--- src/rtl/systolic_edge_feeder_if.sv ---
// Operand beat handshake and array-edge bundle
// between the job source and the systolic feeder.
interface systolic_edge_feeder_if #(
    parameter int N = 4
);
    logic           start;
    logic           in_valid;
    logic           in_ready;
    logic           in_last;
    logic [N*8-1:0] in_a;
    logic [N*8-1:0] in_b;
    logic [N*8-1:0] a_edge;
    logic [N*8-1:0] b_edge;
    logic           array_clr;
    logic           mode;
    logic           drain_valid;
    logic           busy;
    logic           done;

    modport master (
        output start, in_valid, in_last, in_a, in_b,
        input  in_ready, a_edge, b_edge, array_clr,
        input  mode, drain_valid, busy, done
    );

    modport slave (
        input  start, in_valid, in_last, in_a, in_b,
        output in_ready, a_edge, b_edge, array_clr,
        output mode, drain_valid, busy, done
    );
endinterface

--- src/rtl/systolic_edge_feeder.sv ---
// Feeder/sequencer for an NxN systolic array:
// skews operand lanes and runs clear/feed/flush/drain.
module systolic_edge_feeder #(
    parameter int N         = 4,
    parameter int FLUSH_CYC = 2*N+1
) (
    input logic                  clk,
    input logic                  rst,
    systolic_edge_feeder_if.slave bus
);
    localparam int FW = $clog2(FLUSH_CYC+1);
    localparam int DW = $clog2(N+1);
    localparam logic [FW-1:0] F_END = FW'(FLUSH_CYC-1);
    localparam logic [DW-1:0] D_END = DW'(N-1);
    localparam logic [DW-1:0] D_PRE = DW'(N-2);

    typedef enum logic [2:0] {
        IDLE,
        CLEAR,
        FEED,
        FLUSH,
        DRAIN
    } state_t;

    state_t        state;
    logic [FW-1:0] fcnt;
    logic [DW-1:0] dcnt;
    logic          ready_q;
    logic          clr_q;
    logic          mode_q;
    logic          dv_q;
    logic          busy_q;
    logic          done_q;
    logic          accept;

    assign accept = bus.in_valid & ready_q;

    assign bus.in_ready    = ready_q;
    assign bus.array_clr   = clr_q;
    assign bus.mode        = mode_q;
    assign bus.drain_valid = dv_q;
    assign bus.busy        = busy_q;
    assign bus.done        = done_q;

    // Idle cycles push zeros so gaps shift every lane uniformly.
    for (genvar i = 0; i < N; i++) begin : g_lane
        logic [7:0] pa [0:i];
        logic [7:0] pb [0:i];

        always_ff @(posedge clk) begin
            if (rst) begin
                for (int j = 0; j <= i; j++) begin
                    pa[j] <= 8'd0;
                    pb[j] <= 8'd0;
                end
            end else begin
                pa[0] <= accept ? bus.in_a[8*i +: 8] : 8'd0;
                pb[0] <= accept ? bus.in_b[8*i +: 8] : 8'd0;
                for (int j = 1; j <= i; j++) begin
                    pa[j] <= pa[j-1];
                    pb[j] <= pb[j-1];
                end
            end
        end

        assign bus.a_edge[8*i +: 8] = pa[i];
        assign bus.b_edge[8*i +: 8] = pb[i];
    end

    // Outputs are set alongside the transition into each state.
    always_ff @(posedge clk) begin
        if (rst) begin
            state   <= IDLE;
            fcnt    <= '0;
            dcnt    <= '0;
            ready_q <= 1'b0;
            clr_q   <= 1'b0;
            mode_q  <= 1'b0;
            dv_q    <= 1'b0;
            busy_q  <= 1'b0;
            done_q  <= 1'b0;
        end else begin
            unique case (state)
                IDLE: begin
                    if (bus.start) begin
                        state  <= CLEAR;
                        clr_q  <= 1'b1;
                        busy_q <= 1'b1;
                    end
                end
                CLEAR: begin
                    state   <= FEED;
                    clr_q   <= 1'b0;
                    ready_q <= 1'b1;
                end
                FEED: begin
                    if (accept && bus.in_last) begin
                        state   <= FLUSH;
                        ready_q <= 1'b0;
                        fcnt    <= '0;
                    end
                end
                FLUSH: begin
                    if (fcnt == F_END) begin
                        state  <= DRAIN;
                        mode_q <= 1'b1;
                        dv_q   <= 1'b1;
                        dcnt   <= '0;
                    end else begin
                        fcnt <= fcnt + FW'(1);
                    end
                end
                DRAIN: begin
                    if (dcnt == D_END) begin
                        state  <= IDLE;
                        mode_q <= 1'b0;
                        dv_q   <= 1'b0;
                        busy_q <= 1'b0;
                        done_q <= 1'b0;
                    end else begin
                        dcnt   <= dcnt + DW'(1);
                        done_q <= (dcnt == D_PRE);
                    end
                end
                default: begin
                    state <= IDLE;
                end
            endcase
        end
    end
endmodule
--- src/flat_wrapper.sv ---
// flat-port wrapper written by rule: the top's interface ports become plain ports
module systolic_edge_feeder_flat 
#(
    parameter int N         = 4,
    parameter int FLUSH_CYC = 2*N+1
)
  (clk, rst, bus_start, bus_in_valid, bus_in_last, bus_in_a, bus_in_b, bus_in_ready, bus_a_edge, bus_b_edge, bus_array_clr, bus_mode, bus_drain_valid, bus_busy, bus_done);
  systolic_edge_feeder_if #(.N(N)) bus_i ();
  input logic clk;
  input logic rst;
  input wire logic [$bits(bus_i.start)-1:0] bus_start;
  input wire logic [$bits(bus_i.in_valid)-1:0] bus_in_valid;
  input wire logic [$bits(bus_i.in_last)-1:0] bus_in_last;
  input wire logic [$bits(bus_i.in_a)-1:0] bus_in_a;
  input wire logic [$bits(bus_i.in_b)-1:0] bus_in_b;
  output wire logic [$bits(bus_i.in_ready)-1:0] bus_in_ready;
  output wire logic [$bits(bus_i.a_edge)-1:0] bus_a_edge;
  output wire logic [$bits(bus_i.b_edge)-1:0] bus_b_edge;
  output wire logic [$bits(bus_i.array_clr)-1:0] bus_array_clr;
  output wire logic [$bits(bus_i.mode)-1:0] bus_mode;
  output wire logic [$bits(bus_i.drain_valid)-1:0] bus_drain_valid;
  output wire logic [$bits(bus_i.busy)-1:0] bus_busy;
  output wire logic [$bits(bus_i.done)-1:0] bus_done;
  assign bus_i.start = bus_start;
  assign bus_i.in_valid = bus_in_valid;
  assign bus_i.in_last = bus_in_last;
  assign bus_i.in_a = bus_in_a;
  assign bus_i.in_b = bus_in_b;
  assign bus_in_ready = bus_i.in_ready;
  assign bus_a_edge = bus_i.a_edge;
  assign bus_b_edge = bus_i.b_edge;
  assign bus_array_clr = bus_i.array_clr;
  assign bus_mode = bus_i.mode;
  assign bus_drain_valid = bus_i.drain_valid;
  assign bus_busy = bus_i.busy;
  assign bus_done = bus_i.done;
  systolic_edge_feeder #(.N(N), .FLUSH_CYC(FLUSH_CYC)) u_core (.clk(clk), .rst(rst), .bus(bus_i));
endmodule
--- config.mk ---
export PLATFORM = sky130hd
export DESIGN_NAME = systolic_edge_feeder_flat
export DESIGN_NICKNAME = d
export VERILOG_FILES = /design/src/rtl/systolic_edge_feeder_if.sv /design/src/rtl/systolic_edge_feeder.sv /design/src/flat_wrapper.sv
export SDC_FILE = /design/constraint.sdc
export NUM_CORES = 1
export LEC_CHECK = 0
export CAP_MARGIN = 20
export CORE_AREA = 2 2 112 114
export DETAILED_ROUTE_END_ITERATION = 16
export DIE_AREA = 0 0 114 116
export PLACE_DENSITY = 0.73
export SYNTH_ARGS = -nofsm -noshare
export SYNTH_HDL_FRONTEND = slang
export SYNTH_SLANG_ARGS = --single-unit
--- constraint.sdc ---
create_clock -name clk -period 4.05 [get_ports clk]
set_clock_uncertainty 0.15 [all_clocks]
set_input_delay 1.0125 -clock clk [delete_from_list [all_inputs] [get_ports clk]]
set_output_delay 1.0125 -clock clk [all_outputs]
set_load 0.05 [all_outputs]
==> flow_summary.yaml <==
setup_path:
  cp_max_fo: 7
  endpoint_kind: "primary output"
  crit_chain: "clkdlybuf4s50_1"
  cp_num_buf_inv: 1
  crit_path_start: "u_core.bus.in_ready$_SDFFE_PP0P_"
  cp_data_arrival_time_ns: 1.68
  cp-start-kind: "flip-flop"
  critical_path_required_ns: 2.89
  r2r_start: "u_core.dcnt[0]$_SDFFE_PP0P_"
  slowest_delay_ns: 0.84
  crit_type: "flip-flop to primary output"
  crit_family: "buffers and inverters"
  critPathSlowestCell: "clkdlybuf4s50_1"
sta:
  worst_pin_slew_ns: 0.5573
  max-slew-margin-rel_pct: 62.84
  fmaxAchievable_mhz: 351.9
  layout_setup_ws_ns: 1.208
  setup_viol: 0
  timing_hold_violations_final: 0
  period_share_pct: 70.17
  whs_ns: 0.2827
  drv_slew: 0
  period_needed_ns: 2.842
  rsz0062_at_grt: "no"
  totalNegativeSetupSlack_ns: 0
flow_run:
  maxCapViolations: 0
synth:
  syn_nets: 537
  syn_inst: 462
  ys_seq_area_share_pct: 65.88
  synth.distinct_cells: 34
  syn_area_um2: 5318
  synth_seq_cells: 175
  ys.flop_type: "dfxtp_1"
  synth-edff-count: 0
  async_flop_share_pct: 0
  syn_area_per_cell_um2: 11.51
  yosys_warnings: 0
power_and_ir_drop:
  p_total_mw: 3.610
  vdd_drop_max_mv: 0.2710
  p_per_area_nw_per_um2: 502.2
  cellLeakagePower_nw: 2.780
final_layout:
  diodes: 0
  layout_common_cells: "dfxtp_1 (175), clkdlybuf4s50_1 (137), nor2b_1 (96), and2_1 (64), clkbuf_16 (17)"
  final_common_cell: "dfxtp_1"
  area_growth_pct: 35.20
  layout-drive-gt1-share_pct: 6.239
  final_util_pct: 60.36
  fill_cells: 959
  nets: 642
route:
  drt-total-wl_um: 8685
  dr.pass1.iters: 4
  drc_errors: 0
  drtAntennaViolNets: 0
  avgRoutedWirePerCell_um: 12.00
  viasPerCell: 4.322
  drt_iter0_drc: 56
  vias: 3129
hold_path:
  hp-start: "u_core.g_lane[1].pa[0][3]$_SDFF_PP0_"
  hold_path.class: "flip-flop to flip-flop"
global_route:
  grt_pass1_wl_um: 13880
  grt_antenna_before_repair: 0
  grt_use_total_pct: 13.85
  overflow: 0
  grt_max_degree: 65
  grt_pass1_vias: 3021
clocking:
  htreeDepth: 4
  post-cts-setup-buffer-count: 0
  cts_hold_buf: 0
  clock_sinks: 175
  ctsRootBufferMaster: "clkbuf_16"
  cts_buffers: 17
  cts_resized: 0
  clk_pin_slew_ns: 0.06
  clk_latency_ns: 0.42
  cts_tree: "done"
  clk_path_buf_depth: 2
floorplanning:
  rows: 40
  die_area_um2: 13220
  coreArea_um2: 11910
  ios: 139
  start_util_pct: 44.64
  die_w_um: 114
  fp.dieH_um: 116
placed_design:
  port_buffers: 138
  place_ws_ns: 1.424
  gp_congestion: 0.7887
  hpwl_um: 5683
run_status:
  status: "finished clean"
-- metal layers --
metal	global-route usage [%]	vias to the layer above	wire length, um
met5	0	-	0
li1	-	1625	-
met3	6.067	14	626
met1	14.57	1393	3529
met2	23.21	97	4346
met4	8.049	0	182
-- layout make-up --
cell class / instances / area (um^2) / area share (%)
Timing Repair Buffer: 140 / 1394 / 19.39
Sequential cell: 175 / 3503 / 48.73
Clock buffer: 19 / 452.9 / 6.300
Multi-Input combinational cell: 226 / 1465 / 20.38
Tap cell: 147 / 183.9 / 2.558
Inverter: 7 / 26.28 / 0.3655
Clock inverter: 10 / 163.9 / 2.280
-- sequential cells by signal, indices dropped and copies added, names as in the netlist --
name                  flops
u_core.bus.array_clr      1
u_core.bus.busy           1
u_core.bus.done           1
u_core.bus.in_ready       1
u_core.bus.mode           1
u_core.dcnt               3
u_core.fcnt               4
u_core.g_lane.pa         80
u_core.g_lane.pb         80
u_core.state              3
-- worst register-to-register path: stages, from the launching register on --
cell and delay, ns:
dfxtp_1 0.33, ha_1 0.22, ha_1 0.23, or4b_4 0.51, or3_1 0.33, o31ai_1 0.08
-- synthesized netlist by cell type, types with 4 or more instances --
library cell,number,area (um^2)
nor2b_1,96,600.6
a21oi_1,9,45.04
dfxtp_1,175,3503
clkbuf_1,18,67.56
nand2_1,4,15.01
buf_4,33,247.7
inv_1,7,26.28
ha_1,6,75.07
and2_1,64,400.4
nor2_1,5,18.77
nand3_1,5,25.02
-- where the power goes --
| part | total (mW) | leakage, nW | internal (mW) | switching [mW] |
|---|---|---|---|---|
| registers | 1.76 | 1.41 | 1.75 | 0.0158 |
| clock network | 1.68 | 0.301 | 1.05 | 0.622 |
| logic | 0.171 | 1.07 | 0.0919 | 0.0790 |
-- per-stage QoR --
stage / instances / area (um^2)
4_1_cts: 724 / 7189
3_5_place_dp: 695 / 6573
5_1_grt: 724 / 7189
3_3_place_gp: 695 / 6573
6_report: 724 / 7189
2_1_floorplan: 462 / 5318
-- path summary, 6_finish.rpt --
path,cells after the start,slack [ns],end
min,1,0.28,u_core.g_lane[1].pa[0][11]$_SDFF_PP0_
min reg2reg,1,0.28,u_core.g_lane[1].pa[0][11]$_SDFF_PP0_
max,1,1.21,bus_in_ready
max reg2reg,5,2.10,u_core.dcnt[2]$_SDFFE_PP0P_
-- cell families after synthesis --
kind of cell    after synthesis  synth area share (%)
flops                       175                 65.88
buf+inv                      61                 6.706
simple gates                191                 22.40
compound gates               28                 3.412
mux                           1                0.1882
fa+ha+maj                     6                 1.412
Note: power is estimated with default switching activity, not from simulation.
